$ cat src/rtl/mem_arb_pkg.sv
// Shared encodings for the instruction/data memory port arbiter.
package mem_arb_pkg;

  typedef enum logic {
    IDLE = 1'b0,
    WAIT = 1'b1
  } state_t;

  typedef enum logic {
    OWN_INST = 1'b0,
    OWN_DATA = 1'b1
  } owner_t;

  localparam logic [3:0] WEN_NONE = 4'b0000;

  // Latency counter width; covers the full legal latency range.
  localparam int unsigned CNT_W       = 3;
  localparam int unsigned MAX_LATENCY = 7;

endpackage

$ cat src/rtl/rr_pick2.sv
// Two-way round-robin chooser: on contention, pick the side that did not win last.
module rr_pick2 (
  input  logic req0,
  input  logic req1,
  input  logic last,
  output logic pick,
  output logic any
);

  // Lone requester always wins; contention alternates away from 'last'.
  always_comb begin
    any  = req0 | req1;
    pick = (req0 & req1) ? ~last : req1;
  end

endmodule

$ cat src/rtl/mem_port_arbiter.sv
// Shares one synchronous memory port between instruction fetch and data
// load/store, with round-robin arbitration and a fixed-latency wait per access.
module mem_port_arbiter
  import mem_arb_pkg::*;
#(
  parameter int unsigned ADDR_W      = 32,
  parameter int unsigned DATA_W      = 32,
  parameter int unsigned MEM_LATENCY = 1
) (
  input  logic              clk,
  input  logic              reset,
  input  logic              i_req,
  input  logic [ADDR_W-1:0] i_addr,
  output logic              i_gnt,
  output logic              i_rvalid,
  output logic [DATA_W-1:0] i_rdata,
  input  logic              d_req,
  input  logic [ADDR_W-1:0] d_addr,
  input  logic [3:0]        d_wen,
  input  logic [DATA_W-1:0] d_wdata,
  output logic              d_gnt,
  output logic              d_rvalid,
  output logic [DATA_W-1:0] d_rdata,
  output logic              mem_en,
  output logic [3:0]        mem_wen,
  output logic [ADDR_W-1:0] mem_addr,
  output logic [DATA_W-1:0] mem_wdata,
  input  logic [DATA_W-1:0] mem_rdata
);

  // Reject latencies the counter cannot represent.
  if (MEM_LATENCY < 1 || MEM_LATENCY > MAX_LATENCY) begin : g_bad_latency
    $error("mem_port_arbiter: MEM_LATENCY must be in 1..7");
  end

  state_t           state_q, state_d;
  owner_t           owner_q, owner_d;
  owner_t           last_q,  last_d;
  logic [CNT_W-1:0] cnt_q,   cnt_d;

  logic   pick;
  logic   any;
  owner_t winner;

  rr_pick2 u_pick (
    .req0 (i_req),
    .req1 (d_req),
    .last (last_q == OWN_DATA),
    .pick (pick),
    .any  (any)
  );

  assign winner = pick ? OWN_DATA : OWN_INST;

  // State, owner, round-robin history and latency counter.
  always_ff @(posedge clk or posedge reset) begin
    if (reset) begin
      state_q <= IDLE;
      owner_q <= OWN_DATA;
      last_q  <= OWN_DATA;
      cnt_q   <= '0;
    end else begin
      state_q <= state_d;
      owner_q <= owner_d;
      last_q  <= last_d;
      cnt_q   <= cnt_d;
    end
  end

  // Next-state and output decode; everything held at zero while in reset.
  always_comb begin
    state_d   = state_q;
    owner_d   = owner_q;
    last_d    = last_q;
    cnt_d     = cnt_q;
    i_gnt     = 1'b0;
    d_gnt     = 1'b0;
    i_rvalid  = 1'b0;
    d_rvalid  = 1'b0;
    i_rdata   = '0;
    d_rdata   = '0;
    mem_en    = 1'b0;
    mem_wen   = WEN_NONE;
    mem_addr  = '0;
    mem_wdata = '0;

    if (!reset) begin
      // Read data follows the current owner; the other side sees zero.
      if (owner_q == OWN_INST) begin
        i_rdata = mem_rdata;
      end else begin
        d_rdata = mem_rdata;
      end

      case (state_q)
        IDLE: begin
          if (any) begin
            mem_en  = 1'b1;
            owner_d = winner;
            last_d  = winner;
            cnt_d   = CNT_W'(MEM_LATENCY);
            state_d = WAIT;
            if (winner == OWN_DATA) begin
              d_gnt     = 1'b1;
              mem_addr  = d_addr;
              mem_wen   = d_wen;
              mem_wdata = d_wdata;
            end else begin
              i_gnt     = 1'b1;
              mem_addr  = i_addr;
            end
          end
        end
        WAIT: begin
          cnt_d = cnt_q - CNT_W'(1);
          if (cnt_q == CNT_W'(1)) begin
            state_d = IDLE;
            if (owner_q == OWN_INST) begin
              i_rvalid = 1'b1;
            end else begin
              d_rvalid = 1'b1;
            end
          end
        end
        default: state_d = IDLE;
      endcase
    end
  end

endmodule

$ cat config.mk
export PLATFORM = sky130hd
export DESIGN_NAME = mem_port_arbiter
export DESIGN_NICKNAME = d
export VERILOG_FILES = /design/src/rtl/mem_arb_pkg.sv /design/src/rtl/rr_pick2.sv /design/src/rtl/mem_port_arbiter.sv
export SDC_FILE = /design/constraint.sdc
export NUM_CORES = 1
export LEC_CHECK = 0
export ABC_AREA = 1
export BUFFER_PORTS_ARGS = -buffer_cell sky130_fd_sc_hd__clkbuf_2
export CORE_AREA = 3 3 105 107
export CTS_BUF_LIST = sky130_fd_sc_hd__clkbuf_16
export CTS_CLUSTER_SIZE = 40
export DETAILED_ROUTE_END_ITERATION = 10
export DIE_AREA = 0 0 108 110
export GPL_ROUTABILITY_DRIVEN = 0
export PLACE_DENSITY = 0.54
export RECOVER_POWER = 50
export SYNTH_ARGS = -nofsm -noshare
export SYNTH_HDL_FRONTEND = slang
export SYNTH_SLANG_ARGS = --single-unit
$ cat constraint.sdc
create_clock -name clk -period 1.5 [get_ports clk]
set_clock_uncertainty 0.05 [all_clocks]
set_input_delay 0.15 -clock clk [delete_from_list [all_inputs] [get_ports clk]]
set_output_delay 0.15 -clock clk [all_outputs]
set_load 0.03 [all_outputs]
==> impl_metrics.yaml, run 1 <==
cells_and_area:
  antenna_cells: 0
  syn_to_final_growth_pct: 228
  layout.cells.non_filler: 762
  final_core_util_pct: 49.8
  fin_nets: 765
  layout-drive-gt1-share_pct: 68.7
  finish.instance_area_sq_um: 5090
yosys:
  ys_warn_count: 0
  async_reset_ff_share_pct: 100
  synth.top_cell.area_share_pct: 22.3
  synth_most_common_cell: "nor2_1"
  synthTopCellsByCount: "nor2_1, nand2_1, inv_1, nand3_1, nor2_2"
  synth.distinct_cells: 20
  syn_inst: 332
  ys_ff_latch: 5
  synth_area_leaders: "nor2_1, nand2_1, inv_1"
  yosysSeqAreaShare_pct: 8.15
  avgSynthCellArea_sq_um: 4.67
  synth_edf_count: 0
  synthesis.area_sq_um: 1550
  synth_top_cell_by_area: "nor2_1"
  syn_nets: 470
  synth_ff_type: "dfrtp_1"
sta:
  hold_viol: 0
  fin_setup_tns_ps: -19380
  finalCriticalPeriod_ps: 1750
  final_max_slew_viol_count: 0
  relSlewSlack_pct: 84.3
  setup_ws_ps: -248
  min_period_over_period_pct: 117
  setup_viol: 137
  fmax_mhz: 572
  rsz0062_at_grt: "true"
  worst_pin_slew_ps: 234
cts:
  clk_latency_ps: 220
  cts.clk_slew.worst_paths_ps: 30
  cts_num_sinks: 5
  cts_made_buffers: 3
  root_buffer: "clkbuf_16"
  cts_buffer_depth: 2
  tritoncts: "done"
  cts_max_level: 1
die:
  core_area_sq_um: 10200
  io_pins: 273
  std_cell_rows: 37
  die_area_sq_um: 11900
  die_h_microns: 110
  start_util_pct: 15.2
  die_w_microns: 108
setup_path:
  critPathMaxStageDelay_ps: 370
  cp_num_buf_inv: 3
  required_ps: 1300
  cp-start-kind: "flop"
  worstSetupPathDepth: 7
  crit_slowest_cell: "dfstp_2"
  rr_worst_depth: 8
  criticalPathCategory: "reg -> out"
  crit_end: "mem_wdata[20]"
  reg2reg_from: "state_q$_DFFE_PP0N_"
  r2r-end: "last_q$_DFFE_PP1P_"
  crit_chain: "nand2_4 > nand2_8 > nor2_8 > inv_8 > buf_12 > nor2_2 > clkbuf_8"
  crit_fanout: 7
  arrival_ps: 1550
  startpoint: "last_q$_DFFE_PP1P_"
  regToRegSetupSlack_ps: 100
  critPathTopFamily: "simple AND/OR/NAND/NOR gates"
  worst_setup_path_end_kind: "output pin"
min_path:
  hold_path.class: "in -> async"
job:
  drv_cap: 0
pwr:
  total_power_mw: 5.38
  p_switching_mw: 2.73
  power.leakage_nw: 2.89
  combPwrFrac_pct: 87.3
  ir_drop_uv: 463
  pwr-share-seq_pct: 4.8
  internal_power_mw: 2.65
  pwr-share-clk_pct: 7.9
  p_per_area_nw_per_um2: 1060
  p_sw_share_pct: 50.8
drt:
  num_vias: 3146
  wl_per_cell_microns: 15.1
  wl_met3_microns: 960
  drc: 0
  first_pass_iters: 4
  top_layer: "met4"
  drt_iter0_markers: 116
  routed-wl-met2_microns: 6420
  routed_wl_microns: 11500
  vias_per_cell: 4.13
  met1_length_microns: 3850
  antenna_left: 0
grt:
  grt_util_all_layers_pct: 13.5
  grt_max_degree: 35
  grt_pass1_wl_microns: 13000
  grt_pass1_vias: 2745
  grt_overflow_total: 0
  grt_antenna_before_repair: 0
placement:
  placed_area_sq_um: 3170
  io_buffers: 272
  dp_cells: 736
  dp_hpwl_microns: 7060
status:
  status: "finished with violations"
  violations: "setup timing"
==> worst reg2reg max path, stage by stage (launching register included) <==
cell     delay, ps
dfrtp_1        350
inv_2           50
nand2_4        100
nor2_4          60
buf_12         140
buf_12         140
buf_4          130
buf_4          120
o21ai_0        180
==> stage by stage <==
step	worst slack [ps]	hold slack, ps
finish	-248	105
global route	-287	131
CTS	-200	179
detailed placement	-28.4	-18.9
global placement	-22.2	-22.1
floorplan	-28.2	-114
==> flip-flops by register name, indices dropped and copies added, names as in the netlist <==
register and cells:
last_q 1, state_q 1, cnt_q 3
==> final cells by class <==
class                   count  area, sq um
fillers                   980         5140
repair buffers            308         2910
clock buffers               3         75.1
inverters                  79          304
multi-input cells         230         1510
flip-flops and latches      5          126
well taps                 136          170
clock inverters             1         3.75
==> layer usage <==
layer  vias up  GRT usage, %
met5         -             0
met4         0          4.24
met3        24          3.55
met2       170          25.4
met1      1415          14.9
li1       1537             -
==> worst min-delay path by stage <==
| stage | start | endpoint | slack (ps) | cells after the start |
|---|---|---|---|---|
| floorplan | reset | cnt_q[0]$_DFFE_PP0P_ | -110 | 1 |
| global placement | reset | state_q$_DFFE_PP0N_ | -20 | 2 |
| detailed placement | reset | state_q$_DFFE_PP0N_ | -20 | 2 |
| CTS | reset | state_q$_DFFE_PP0N_ | 180 | 3 |
| global route | reset | state_q$_DFFE_PP0N_ | 130 | 3 |
| finish | reset | state_q$_DFFE_PP0N_ | 110 | 3 |
==> power groups by stage <==
stage	sequential [mW]	combinational (mW)	clock, mW
6_report	0.259	4.70	0.426
3_5_place_dp	0.253	2.95	0
5_1_grt	0.268	4.96	0.449
3_3_place_gp	0.252	2.95	0
2_1_floorplan	0.248	1.95	0
4_1_cts	0.254	3.76	0.436
==> layout by cell type (no fill, tap or decap), types with 5 or more instances in the layout <==
cell         n
clkbuf_2   134
inv_1       76
nor2_1      60
buf_8       59
buf_4       58
nand2_2     49
nor2_4      32
nand2_1     28
nand3_1     19
clkbuf_8    18
nand3_2     16
nor2_2      11
clkbuf_16   11
buf_12      11
buf_6        8
buf_2        5
==> timing repair <==
action / 4_1_cts / 5_1_grt
endpoints found under the setup margin: 136 / 140
resized for setup: 210 / 296
endpoints found under the hold margin: 5 / 0
pin swaps: 2 / 7
cloned: 4 / 11
buffers inserted: 2 / 4
hold buffers: 1 / 0
==> logic make-up (layout without fill, tap and decap cells) <==
| family | Yosys count | count (layout) | share of synthesized area, % |
|---|---|---|---|
| flops | 5 | 5 | 8.15 |
| fa+ha+maj | 2 | 2 | 1.61 |
| simple gates | 224 | 224 | 61.0 |
| buf+inv | 97 | 391 | 28.0 |
| compound gates | 4 | 4 | 1.29 |
(Power assumes the default switching activity.)
==> run 2, diff against run 1 <==
--- a/config.mk
+++ b/config.mk
@@ -13,7 +13,7 @@
 export DETAILED_ROUTE_END_ITERATION = 10
 export DIE_AREA = 0 0 108 110
 export GPL_ROUTABILITY_DRIVEN = 0
-export PLACE_DENSITY = 0.54
+export PLACE_DENSITY = 0.57
 export RECOVER_POWER = 50
 export SYNTH_ARGS = -nofsm -noshare
 export SYNTH_HDL_FRONTEND = slang
==> impl_metrics.yaml, run 2 (synthesis gave the netlist of run 1 again) <==
grt:
  grt_antenna_before_repair: 0
  grt_overflow_total: 0
  grt_max_degree: 34
  grt_pass1_wl_microns: 13800
  grt_pass1_vias: 2872
  grt_util_all_layers_pct: 14.5
placement:
  placed_area_sq_um: 3170
  io_buffers: 272
  pre_cts_slack_ps: -37.8
  dp_cells: 739
  dp_hpwl_microns: 7090
cells_and_area:
  antenna_cells: 0
  syn_to_final_growth_pct: 198
  final_common_cell: "clkbuf_2"
  finish.instance_area_sq_um: 4620
  regMostFlops: "cnt_q"
  layout.cells.non_filler: 754
  largest_reg_flops: 3
  layout_common_cells: "clkbuf_2, inv_1, nor2_1"
  multi_input_area_sq_um: 1270
  reg_top3: "cnt_q x3, last_q x1, state_q x1"
  final_core_util_pct: 45.2
  fillers: 1016
  layout-drive-gt1-share_pct: 63.9
  seq_area_sq_um: 126
  fin_nets: 757
sta:
  finalCriticalPeriod_ps: 1700
  worst_pin_slew_ps: 203
  holdWs_ps: 170
  fin_setup_tns_ps: -19850
  setup_ws_ps: -201
  rsz0062_at_grt: "true"
  fmax_mhz: 588
  min_period_over_period_pct: 113
  setup_viol: 136
  final_max_slew_viol_count: 0
  hold_viol: 0
  relSlewSlack_pct: 86.3
setup_path:
  critPathMaxStageDelay_ps: 530
  regToRegSetupSlack_ps: 270
  reg2reg_from: "state_q$_DFFE_PP0N_"
  arrival_ps: 1500
  cp-start-kind: "flop"
  rr_worst_depth: 7
  crit_slowest_cell: "dfstp_2"
  r2r-end: "last_q$_DFFE_PP1P_"
  worst_setup_path_end_kind: "output pin"
  criticalPathCategory: "reg -> out"
  required_ps: 1300
  crit_chain: "nand2_2 > nand2_4 > nor2_8 > inv_4 > buf_12 > nor2_1 > buf_4"
  crit_fanout: 17
pwr:
  ir_drop_uv: 434
  p_sw_share_pct: 51.8
  pwr-share-seq_pct: 5.2
  p_per_area_nw_per_um2: 1040
  combPwrFrac_pct: 85.7
  internal_power_mw: 2.33
  pwr-share-clk_pct: 9.1
  total_power_mw: 4.82
  power.leakage_nw: 2.74
  p_switching_mw: 2.49
status:
  status: "finished with violations"
  violations: "setup timing"
drt:
  wl_per_cell_microns: 13.6
  vias_per_cell: 4.07
  first_pass_iters: 4
  drt_iter0_markers: 123
  antenna_left: 0
  routed_wl_microns: 10300
  drc: 0
  num_vias: 3067
min_path:
  hold_path.class: "in -> reg"
  worstHoldEndpoint: "state_q$_DFFE_PP0N_"
  hold-path-cell-count: 3
  hp-start: "reset"
die:
  die_h_microns: 110
  start_util_pct: 15.2
  die_area_sq_um: 11900
  core_area_sq_um: 10200
  std_cell_rows: 37
  io_pins: 273
  die_w_microns: 108
cts:
  tritoncts: "done"
  clk_latency_ps: 230
  cts_max_level: 1
  root_buffer: "clkbuf_16"
  cts_made_buffers: 3
  cts_num_sinks: 5
  cts_buffer_depth: 2
  cts.clk_slew.worst_paths_ps: 30
job:
  drv_cap: 0
==> run 2: cell count changes in the layout (fill, tap and decap cells not counted), sizes merged <==
cell and change:
buf -39, dlymetal6s4s -1, inv -1, dlygate4sd3 +2
clkinv +1, clkbuf +30
==> run 2: area by class of cell <==
| type | instances | share of cell area (%) |
|---|---|---|
| clock inverters | 1 | 0.108 |
| flip-flops and latches | 5 | 2.73 |
| well taps | 136 | 3.68 |
| repair buffers | 300 | 57.9 |
| multi-input cells | 230 | 27.5 |
| inverters | 79 | 6.47 |
| clock buffers | 3 | 1.62 |
==> run 2: worst max-delay path: cells and delay by family (launching register included) <==
kind	cells	cell delay, ps
flip-flops	1	530
AND/OR/NAND/NOR	4	310
buffers and inverters	3	410
==> run 2: how the worst max path moves through the flow <==
stage	start	to	cells after the start
6_report	last_q$_DFFE_PP1P_	mem_wdata[0]	7
5_1_grt	state_q$_DFFE_PP0N_	mem_addr[15]	8
4_1_cts	last_q$_DFFE_PP1P_	mem_wdata[31]	7
3_5_place_dp	last_q$_DFFE_PP1P_	mem_wdata[19]	7
3_3_place_gp	last_q$_DFFE_PP1P_	mem_wdata[19]	7
2_1_floorplan	state_q$_DFFE_PP0N_	mem_wdata[11]	6
==> run 2: timing repair <==
action | CTS | global route
hold endpoints to repair | 5 | 1
resized for setup | 254 | 149
setup buffers | 4 | 1
hold buffers | 1 | 1
pin swaps | 11 | 15
endpoints found under the setup margin | 137 | 137
cloned | 4 | 0
==> run 2: routing by layer <==
layer  global-route usage, %  up-vias  share of wire [%]  routed length [microns]
met3                    2.97       19                7.7                      789
met4                    4.87        0                2.2                      228
met1                    15.9     1374                 36                     3650
met2                    27.9      156                 55                     5600
met5                       0        -                  0                        0
li1                        -     1518                  -                        -
==> run 2: power groups by stage <==
| stage | clock network [mW] | registers, mW | logic (mW) |
|---|---|---|---|
| 2_1_floorplan | 0 | 0.248 | 1.95 |
| 3_3_place_gp | 0 | 0.249 | 2.98 |
| 3_5_place_dp | 0 | 0.250 | 2.96 |
| 4_1_cts | 0.446 | 0.251 | 3.85 |
| 5_1_grt | 0.458 | 0.261 | 4.38 |
| 6_report | 0.439 | 0.251 | 4.13 |
==> run 3, diff against run 2 <==
--- a/config.mk
+++ b/config.mk
@@ -7,14 +7,15 @@
 export LEC_CHECK = 0
 export ABC_AREA = 1
 export BUFFER_PORTS_ARGS = -buffer_cell sky130_fd_sc_hd__clkbuf_2
-export CORE_AREA = 3 3 105 107
+export CORE_AREA = 3 3 104 106
 export CTS_BUF_LIST = sky130_fd_sc_hd__clkbuf_16
 export CTS_CLUSTER_SIZE = 40
 export DETAILED_ROUTE_END_ITERATION = 10
-export DIE_AREA = 0 0 108 110
+export DIE_AREA = 0 0 107 109
 export GPL_ROUTABILITY_DRIVEN = 0
-export PLACE_DENSITY = 0.57
+export PLACE_DENSITY = 0.58
 export RECOVER_POWER = 50
+export SKIP_LAST_GASP = 1
 export SYNTH_ARGS = -nofsm -noshare
 export SYNTH_HDL_FRONTEND = slang
 export SYNTH_SLANG_ARGS = --single-unit
==> impl_metrics.yaml, run 3 (synthesis gave the netlist of run 1 again) <==
setup_path:
  crit_end: "mem_wdata[6]"
  regToRegSetupSlack_ps: 260
  r2r-end: "last_q$_DFFE_PP1P_"
  reg2reg_from: "last_q$_DFFE_PP1P_"
  arrival_ps: 1510
  rr_worst_depth: 6
  required_ps: 1300
  startpoint: "last_q$_DFFE_PP1P_"
  worst_setup_path_end_kind: "output pin"
  criticalPathCategory: "reg -> out"
  cp-start-kind: "flop"
  crit_fanout: 12
cts:
  cts_num_sinks: 5
  tritoncts: "done"
  cts_max_level: 1
  root_buffer: "clkbuf_16"
  clk_latency_ps: 230
  cts_made_buffers: 3
  cts.clk_slew.worst_paths_ps: 30
  cts_buffer_depth: 2
status:
  violations: "setup timing"
  status: "finished with violations"
cells_and_area:
  finish.instance_area_sq_um: 4120
  layout.cells.non_filler: 749
  fillers: 1026
  layout_common_cells: "clkbuf_2, inv_1, nand2_1"
  syn_to_final_growth_pct: 165
  regMostFlops: "cnt_q"
  reg_top3: "cnt_q x3, last_q x1, state_q x1"
  layout-drive-gt1-share_pct: 58.1
  fin_nets: 755
  antenna_cells: 0
  final_common_cell: "clkbuf_2"
  largest_reg_flops: 3
  multi_input_area_sq_um: 1210
  seq_area_sq_um: 126
die:
  std_cell_rows: 36
  die_w_microns: 107
  core_area_sq_um: 9860
  die_area_sq_um: 11700
  die_h_microns: 109
  start_util_pct: 15.7
  io_pins: 273
grt:
  grt_pass1_wl_microns: 12400
  grt_antenna_before_repair: 0
  grt_max_degree: 34
  grt_util_all_layers_pct: 12.8
  grt_overflow_total: 0
  grt_pass1_vias: 2667
drt:
  drt_iter0_markers: 155
  routed_wl_microns: 9530
  vias_per_cell: 3.98
  drc: 0
  first_pass_iters: 4
  antenna_left: 0
  wl_per_cell_microns: 12.7
  num_vias: 2979
placement:
  io_buffers: 272
  dp_cells: 733
  dp_hpwl_microns: 6970
  placed_area_sq_um: 3140
min_path:
  hold-path-cell-count: 3
  hold_path.class: "in -> reg"
sta:
  relSlewSlack_pct: 78.3
  final_max_slew_viol_count: 0
  fin_setup_tns_ps: -21030
  setup_ws_ps: -206
  worst_pin_slew_ps: 325
  hold_viol: 0
  rsz0062_at_grt: "true"
  min_period_over_period_pct: 114
  setup_viol: 137
  fmax_mhz: 586
  finalCriticalPeriod_ps: 1710
pwr:
  ir_drop_uv: 629
  p_per_area_nw_per_um2: 1060
  power.leakage_nw: 2.60
job:
  drv_cap: 0
run 3: critical path, cell delays in order, from the launching register on:
cell and delay [ps]:
dfstp_2 540, nand2_4 60, nand2_4 110, nor2_8 70
inv_8 100, buf_12 170, nor2_2 40, clkbuf_4 170
run 3: per-stage QoR:
stage                     worst slack (ps)  power (mW)  utilization [%]  hold slack (ps)
after detailed placement             -6.76        3.18             31.8              131
after global placement               -11.4        3.18             31.8              133
final                                 -206        4.36             41.7              139
after floorplan                      -28.2        2.20                -             -114
after CTS                             -195        3.88             36.6              141
after global routing                  -296        4.65             41.7              196
run 3: worst min path at each step:
stage                from                    to
detailed placement  reset   state_q$_DFFE_PP0N_
finish              reset   state_q$_DFFE_PP0N_
CTS                 reset   state_q$_DFFE_PP0N_
global placement    reset   state_q$_DFFE_PP0N_
floorplan           reset  cnt_q[0]$_DFFE_PP0P_
global route        reset   state_q$_DFFE_PP0N_
run 3: final cells by class:
class / count / area share (%)
clock inverter: 1 / 0.0912
multi-input combinational: 230 / 29.5
tap: 133 / 4.04
sequential: 5 / 3.07
clock buffer: 3 / 1.82
inverter: 79 / 7.39
timing repair buffer: 298 / 54.1
run 3: repair_timing:
| item | CTS | global route |
|---|---|---|
| hold endpoints to repair | 4 | 0 |
| endpoints found under the setup margin | 137 | 137 |
| hold buffers | 1 | 0 |
| gates cloned | 0 | 6 |
| setup buffers | 2 | 3 |
| gates resized for setup | 127 | 167 |
| pin swaps | 0 | 17 |
run 3: power breakdown:
| part | internal [mW] | switching [mW] | leakage [nW] |
|---|---|---|---|
| logic | 1.43 | 2.24 | 2.50 |
| clock network | 0.345 | 0.0855 | 0.0423 |
| registers | 0.208 | 0.0495 | 0.0594 |
run 3: routing by layer:
metal / track usage, % / part of all wire [%]
met3: 3.55 / 9.7
met1: 14.8 / 37
met2: 24.1 / 53
met4: 1.46 / 0.71
met5: 0 / 0
